--- src/rtl/seq_mult_stream_if.sv ---
// Operand-side and result-side handshake bundle for seq_mult_stream.
// The slave modport is the multiplier; the master modport is its environment.
interface seq_mult_stream_if #(
  parameter int P         = 2,
  parameter int MAX_WIDTH = 16
);
  localparam int NDIG_W = $clog2(MAX_WIDTH / P + 1);

  logic                 in_valid_i;
  logic                 in_ready_o;
  logic [MAX_WIDTH-1:0] a_i;
  logic [MAX_WIDTH-1:0] b_i;
  logic [MAX_WIDTH-1:0] c_i;
  logic                 signed_i;
  logic [NDIG_W-1:0]    ndig_i;
  logic                 out_valid_o;
  logic                 out_ready_i;
  logic [P-1:0]         out_digit_o;
  logic                 out_last_o;

  modport slave (
    input  in_valid_i, a_i, b_i, c_i, signed_i, ndig_i, out_ready_i,
    output in_ready_o, out_valid_o, out_digit_o, out_last_o
  );

  modport master (
    output in_valid_i, a_i, b_i, c_i, signed_i, ndig_i, out_ready_i,
    input  in_ready_o, out_valid_o, out_digit_o, out_last_o
  );
endinterface

--- src/rtl/seq_mult_stream.sv ---
// Digit-serial multiply-add a*b+c, signed or unsigned, runtime width W=ndig*P.
// The 2W-bit result streams out P bits per handshake, LSB digit first.
module seq_mult_stream #(
  parameter int P         = 2,
  parameter int MAX_WIDTH = 16
) (
  input logic              clk_i,
  input logic              rst_n,
  seq_mult_stream_if.slave bus
);
  localparam int NMAX   = MAX_WIDTH / P;
  localparam int NDIG_W = $clog2(NMAX + 1);
  localparam int CNT_W  = $clog2(2 * NMAX + 1);
  localparam int ACC_W  = MAX_WIDTH + P + 1;

  typedef enum logic [1:0] {IDLE, MUL, DRAIN} state_t;

  state_t                     state, state_nxt;
  logic signed [MAX_WIDTH:0]  a_r;
  logic [MAX_WIDTH-1:0]       b_r;
  logic                       sgn_r;
  logic [NDIG_W-1:0]          n_r;
  logic [CNT_W-1:0]           cnt_r;
  logic signed [ACC_W-1:0]    acc_r;

  logic                       hs_in, hs_out, last_mul, last_out;
  logic [NDIG_W-1:0]          n_clamp;
  logic signed [MAX_WIDTH:0]  a_ext, c_ext;
  logic signed [P:0]          b_dig;
  logic signed [ACC_W-1:0]    prod, sum, shifted;

  // Clamp the requested digit count: 0 or out-of-range selects full width.
  function automatic logic [NDIG_W-1:0] clamp_ndig(input logic [NDIG_W-1:0] n);
    if (n == '0 || int'(n) > NMAX) clamp_ndig = NDIG_W'(NMAX);
    else                           clamp_ndig = n;
  endfunction

  // Keep the low n*P bits of an operand and extend to MAX_WIDTH+1 bits per mode.
  function automatic logic signed [MAX_WIDTH:0] ext_op(input logic [MAX_WIDTH-1:0] v,
                                                       input logic [NDIG_W-1:0]    n,
                                                       input logic                 sg);
    int                   shamt;
    logic [MAX_WIDTH-1:0] sh;
    shamt = MAX_WIDTH - int'(n) * P;
    sh    = v << shamt;
    if (sg) ext_op = $signed({sh[MAX_WIDTH-1], sh}) >>> shamt;
    else    ext_op = $signed({1'b0, sh >> shamt});
  endfunction

  // Multiplier digit: unsigned, except the top digit of a signed b weighs its MSB negatively.
  function automatic logic signed [P:0] mult_digit(input logic [P-1:0] d, input logic neg_msb);
    mult_digit = $signed({neg_msb & d[P-1], d});
  endfunction

  // Datapath: partial product, accumulate and shift for the current digit.
  always_comb begin
    n_clamp  = clamp_ndig(bus.ndig_i);
    a_ext    = ext_op(bus.a_i, n_clamp, bus.signed_i);
    c_ext    = ext_op(bus.c_i, n_clamp, bus.signed_i);
    last_mul = (cnt_r == CNT_W'(n_r - 1'b1));
    last_out = (cnt_r == CNT_W'({n_r, 1'b0} - 1'b1));
    b_dig    = mult_digit(b_r[P-1:0], sgn_r & last_mul);
    prod     = ACC_W'(a_r) * ACC_W'(b_dig);
    sum      = (state == MUL) ? acc_r + prod : acc_r;
    shifted  = sgn_r ? (sum >>> P) : (sum >> P);
  end

  // FSM next state and handshake outputs.
  always_comb begin
    state_nxt       = state;
    bus.in_ready_o  = (state == IDLE);
    bus.out_valid_o = (state != IDLE);
    bus.out_last_o  = (state == DRAIN) && last_out;
    bus.out_digit_o = (state == IDLE) ? '0 : sum[P-1:0];
    hs_in           = bus.in_valid_i && (state == IDLE);
    hs_out          = bus.out_ready_i && (state != IDLE);
    case (state)
      IDLE:    if (bus.in_valid_i)      state_nxt = MUL;
      MUL:     if (hs_out && last_mul)  state_nxt = DRAIN;
      DRAIN:   if (hs_out && last_out)  state_nxt = IDLE;
      default:                          state_nxt = IDLE;
    endcase
  end

  // FSM state register.
  always_ff @(posedge clk_i or negedge rst_n) begin
    if (!rst_n) state <= IDLE;
    else        state <= state_nxt;
  end

  // Operand capture on accept; accumulator and digit advance on each output handshake.
  always_ff @(posedge clk_i or negedge rst_n) begin
    if (!rst_n) begin
      a_r   <= '0;
      b_r   <= '0;
      sgn_r <= 1'b0;
      n_r   <= '0;
      cnt_r <= '0;
      acc_r <= '0;
    end else if (hs_in) begin
      a_r   <= a_ext;
      b_r   <= bus.b_i;
      sgn_r <= bus.signed_i;
      n_r   <= n_clamp;
      cnt_r <= '0;
      acc_r <= {{P{c_ext[MAX_WIDTH]}}, c_ext};
    end else if (hs_out) begin
      acc_r <= shifted;
      cnt_r <= cnt_r + 1'b1;
      if (state == MUL) b_r <= b_r >> P;
    end
  end
endmodule
--- src/flat_wrapper.sv ---
// flat-port wrapper written by rule: the top's interface ports become plain ports
module seq_mult_stream_flat 
#(
  parameter int P         = 2,
  parameter int MAX_WIDTH = 16
)
  (clk_i, rst_n, bus_in_valid_i, bus_a_i, bus_b_i, bus_c_i, bus_signed_i, bus_ndig_i, bus_out_ready_i, bus_in_ready_o, bus_out_valid_o, bus_out_digit_o, bus_out_last_o);
  seq_mult_stream_if #(.P(P), .MAX_WIDTH(MAX_WIDTH)) bus_i ();
  input logic clk_i;
  input logic rst_n;
  input wire logic [$bits(bus_i.in_valid_i)-1:0] bus_in_valid_i;
  input wire logic [$bits(bus_i.a_i)-1:0] bus_a_i;
  input wire logic [$bits(bus_i.b_i)-1:0] bus_b_i;
  input wire logic [$bits(bus_i.c_i)-1:0] bus_c_i;
  input wire logic [$bits(bus_i.signed_i)-1:0] bus_signed_i;
  input wire logic [$bits(bus_i.ndig_i)-1:0] bus_ndig_i;
  input wire logic [$bits(bus_i.out_ready_i)-1:0] bus_out_ready_i;
  output wire logic [$bits(bus_i.in_ready_o)-1:0] bus_in_ready_o;
  output wire logic [$bits(bus_i.out_valid_o)-1:0] bus_out_valid_o;
  output wire logic [$bits(bus_i.out_digit_o)-1:0] bus_out_digit_o;
  output wire logic [$bits(bus_i.out_last_o)-1:0] bus_out_last_o;
  assign bus_i.in_valid_i = bus_in_valid_i;
  assign bus_i.a_i = bus_a_i;
  assign bus_i.b_i = bus_b_i;
  assign bus_i.c_i = bus_c_i;
  assign bus_i.signed_i = bus_signed_i;
  assign bus_i.ndig_i = bus_ndig_i;
  assign bus_i.out_ready_i = bus_out_ready_i;
  assign bus_in_ready_o = bus_i.in_ready_o;
  assign bus_out_valid_o = bus_i.out_valid_o;
  assign bus_out_digit_o = bus_i.out_digit_o;
  assign bus_out_last_o = bus_i.out_last_o;
  seq_mult_stream #(.P(P), .MAX_WIDTH(MAX_WIDTH)) u_core (.clk_i(clk_i), .rst_n(rst_n), .bus(bus_i));
endmodule
--- config.mk ---
export PLATFORM = sky130hd
export DESIGN_NAME = seq_mult_stream_flat
export DESIGN_NICKNAME = d
export VERILOG_FILES = /design/src/rtl/seq_mult_stream_if.sv /design/src/rtl/seq_mult_stream.sv /design/src/flat_wrapper.sv
export SDC_FILE = /design/constraint.sdc
export NUM_CORES = 1
export LEC_CHECK = 0
export CAP_MARGIN = 10
export CORE_ASPECT_RATIO = 2
export CORE_MARGIN = 1.5
export CORE_UTILIZATION = 54
export CTS_CLUSTER_DIAMETER = 200
export DETAILED_ROUTE_END_ITERATION = 12
export HOLD_SLACK_MARGIN = 0.02
export PLACE_DENSITY = 0.88
export SLEW_MARGIN = 20
export SYNTH_ARGS = -nofsm -noshare
export SYNTH_HDL_FRONTEND = slang
export SYNTH_SLANG_ARGS = --single-unit
--- constraint.sdc ---
create_clock -name clk_i -period 4.7 [get_ports clk_i]
set_clock_uncertainty 0.05 [all_clocks]
set_input_delay 0.94 -clock clk_i [delete_from_list [all_inputs] [get_ports clk_i]]
set_output_delay 0.94 -clock clk_i [all_outputs]
set_load 0.05 [all_outputs]
==> summary.md, run 1 <==
| Metric | Value |
|---|---|
| Status | complete, but fails checks |
| Violated checks | setup timing |
| Clock group share of total power | 0.110 |
| WP data required | ~5000 ps |
| Post-cts hold buffer count | 0 |
| CTS Sinks | 63 |
| H-tree depth | 3 |
| Internal power | about 3.7 mW |
| Largest net degree at the start of global routing | 53 |
| Post-route setup slack | -313.4 ps |
| RSZ-0062 raised after global routing | yes |
| Bufs on Longest Clock Path | 2 |
| Count of pins over their slew limit | 0 |
| 1st-iter DRT viols | just over 500 |
| Post-route ant nets | 0 |
| EDFF count, synth | 0 |
| Slew HR | 0.3936 |
| CTS tree | built |
| WS Path Type | register to register |
| Final Cycle Share | 1.067 |
| Total gr overflow | 0 |
| Non-filler cells, final | just over 1k |
| Vias per Instance | approximately 6.8 |
| Top FF cell, synth | dfrtp_1 |
| Initial Utilization | 0.5498 |
| Final net count | 1009 |
| #FFs+latches synth | 63 |
| LEAKAGE | 3.720 nW |
| Routed length per instance | roughly 22 µm |
| Crit Path Max Fanout | 4 |
| Initial antenna violation count | 0 |
| Clk_lat worst skew | approximately 340 ps |
| Avg Inst Size Synth | roughly 8.4 µm² |
| Dpl ws | -376.7 ps |
| Synth async-reset ratio | 1.000 |
| ANT cells | 0 |
| Register share of total power | 0.158 |
| Synthesized area | around 6600 µm² |
| Max VDD drop | 0.6737 mV |
| Sw Share | 0.4702 |
| Die ar. | approximately 13000 µm² |
| CORE AREA | between 10000 and 15000 µm² |
| Fmax | 199.5 MHz |
| Clock Pin Slew Worst Setup and Hold Paths | approximately 60 ps |
| Crit start category | register |
| Hold Vio Cnt, Final | 0 |
| DRC | 0 |
| Commonest non-fill, non-tap cell in the layout | nand2_1 |
| Worst Hold Class | register to register |
| Area after DPL | between 7000 and 8000 µm² |
| Hold_ws | 450.8 ps |
| Setup violations, final | 12 |
| Die W | a little over 80 µm |
| Syn Nets | between 900 and 1k |
| Buffers on Ports | 61 |
| Drt pass-1 iters | 5 |
| Cells after DPL | approximately 1.0k |
| Sequential area share after synthesis | 0.2379 |
| Min Tclk post-route | 5013 ps |
| Routability cong. | between 0.9 and 1 |
| Worst-Margin Slew | between 900 and 1000 ps |
| Arr. time, crit path | ~5200 ps |
| CP endpoint kind | register |
| Post-route cell area | 8591 µm² |
| Post-Route WL | approximately 23000 µm |
| Yosys cell types | between 80 and 90 |
| Max Cap Viol | 0 |
| Warnings, synthesis | 0 |
| Top-Level Pins | 62 |
| Layout cell share with drive strength beyond 1 | 0.2011 |
| Cts bufs inserted | 9 |
| Most frequent cells in the layout | nand2_1 (107), nor2_1 (65), dfrtp_1 (63) |
| PwrDens | approximately 800 nW/µm² |
| Vias in the first global route | between 7k and 8k |
| P_sw | ~3.3 mW |
| Layout area overhead | 29.65% |
| Row cnt | 57 |
| CTS Root Cell | clkbuf_16 |
| Logic pwr share | 0.731 |
| Total GRT Usage | 0.3609 |
| Dpl hpwl | 16410 µm |
| Mapped Cells | 790 |
| First-pass GRT wire length | 35700 µm |
| DR vias | roughly 7k |
| Die extent in y | about 160 µm |
[power groups by stage]
stage	logic, mW	clock network (mW)	registers (mW)
after detailed placement	4.06	0	1.09
after global routing	5.56	0.806	1.13
after floorplan	2.90	0	0.985
after CTS	4.63	0.781	1.09
final	5.17	0.779	1.12
after global placement	3.94	0	1.08
[cells by family after synthesis]
logic type | count (synthesis) | share of synthesized area
adder cells (fa/ha/maj) | 72 | 0.1745
AND/OR/NAND/NOR | 288 | 0.2070
AO/OA/AOI/OAI | 252 | 0.2621
multiplexers | 13 | 0.02549
XOR/XNOR | 29 | 0.04437
flip-flops | 63 | 0.2379
buffers and inverters | 73 | 0.04872
[flip-flops by register name (all words and copies together) (netlist names)]
signal / count
u_core.a_r: 17
u_core.acc_r: 18
u_core.b_r: 16
u_core.cnt_r: 5
u_core.n_r: 4
u_core.sgn_r: 1
u_core.state: 2
[layer usage]
| metal | global-route usage | vias to the layer above | routed length (µm) |
|---|---|---|---|
| li1 | - | 3059 | - |
| met1 | 0.3972 | 3378 | 7757 |
| met2 | 0.6029 | 433 | 11480 |
| met3 | 0.04971 | 139 | 1402 |
| met4 | 0.2743 | 0 | 1882 |
| met5 | 0 | - | 0 |
[synth_stat cells (5+ instances only)]
| cell type | number | area [µm²] |
|---|---|---|
| o21ai_0 | 47 | 235.2 |
| o21ai_1 | 11 | 55.05 |
| nand4_1 | 6 | 37.54 |
| and2_1 | 30 | 187.7 |
| xnor2_1 | 15 | 131.4 |
| o22ai_1 | 10 | 62.56 |
| nand3_1 | 20 | 100.1 |
| buf_1 | 5 | 18.77 |
| dfrtp_1 | 63 | 1577 |
| a21oi_1 | 48 | 240.2 |
| clkbuf_1 | 24 | 90.09 |
| a22oi_1 | 11 | 82.58 |
| ha_1 | 38 | 475.5 |
| buf_2 | 15 | 75.07 |
| or3_1 | 5 | 31.28 |
| xor2_1 | 11 | 96.34 |
| a211oi_1 | 9 | 67.56 |
| a21o_1 | 9 | 67.56 |
| a31oi_1 | 20 | 125.1 |
| nor3_1 | 6 | 30.03 |
| a22o_1 | 7 | 61.31 |
| fa_1 | 34 | 680.7 |
| o211ai_1 | 18 | 135.1 |
| nand2_1 | 110 | 412.9 |
| inv_1 | 22 | 82.58 |
| o31ai_1 | 5 | 37.54 |
| mux2i_1 | 9 | 90.09 |
| nor2_1 | 75 | 281.5 |
| and3_1 | 6 | 37.54 |
[through the flow]
stage	setup TNS, ps	total power, mW	utilization
4_1_cts	-1718	6.502	0.6983
3_5_place_dp	-2382	5.147	0.6430
2_1_floorplan	-44.44	3.882	-
3_3_place_gp	-1040	5.020	0.6430
6_report	-1881	7.068	0.7128
5_1_grt	-3835	7.501	0.7128
[path summary, 6_finish.rpt]
| kind | start | cells after the start | slack [ps] | to |
|---|---|---|---|---|
| max | u_core.n_r[1] | 19 | -310 | u_core.acc_r[16] |
| min | u_core.b_r[15] | 1 | 450 | u_core.b_r[15] |
| max reg2reg | u_core.n_r[1] | 19 | -310 | u_core.acc_r[16] |
| min reg2reg | u_core.b_r[15] | 1 | 450 | u_core.b_r[15] |
| max in group asynchronous | rst_n | 2 | 3160 | u_core.n_r[3] |
| min in group asynchronous | rst_n | 1 | 490 | u_core.b_r[0] |
[repair_timing]
| action | 4_1_cts | 5_1_grt |
|---|---|---|
| gates resized for setup | 43 | 38 |
| gates cloned | 0 | 0 |
| pin swaps | 46 | 20 |
| setup buffers | 14 | 4 |
| endpoints found under the setup margin | 13 | 15 |
[layout make-up]
| cell class | instances | area, µm² |
|---|---|---|
| Fill cell | 851 | 3462 |
| Multi-Input combinational cell | 654 | 5260 |
| Timing Repair Buffer | 128 | 1135 |
| Clock buffer | 9 | 225.2 |
| Clock inverter | 7 | 120.1 |
| Sequential cell | 63 | 1577 |
| Inverter | 24 | 90.09 |
| Tap cell | 147 | 183.9 |
[critical path, cell delays in order, from the launching register on]
cell and delay (ps):
dfrtp_1 380, inv_2 60, ha_4 170, xor2_2 150, o211ai_1 200, o2111ai_2 140
or3_1 340, fa_1 490, inv_1 50, fa_1 510, fa_2 460, ha_4 180
fa_2 360, a21oi_4 160, o211ai_1 160, a21oi_2 290, o31ai_4 100, a31oi_2 230
xnor2_1 130, a221oi_2 290
Power figures use the tool's default switching activity.
==> inputs of run 2 (changes only) <==
- CTS_CLUSTER_DIAMETER: 200 -> 120
==> results of run 2 <==
Same layout as run 1: the final DEF is identical, and so are final timing and power.
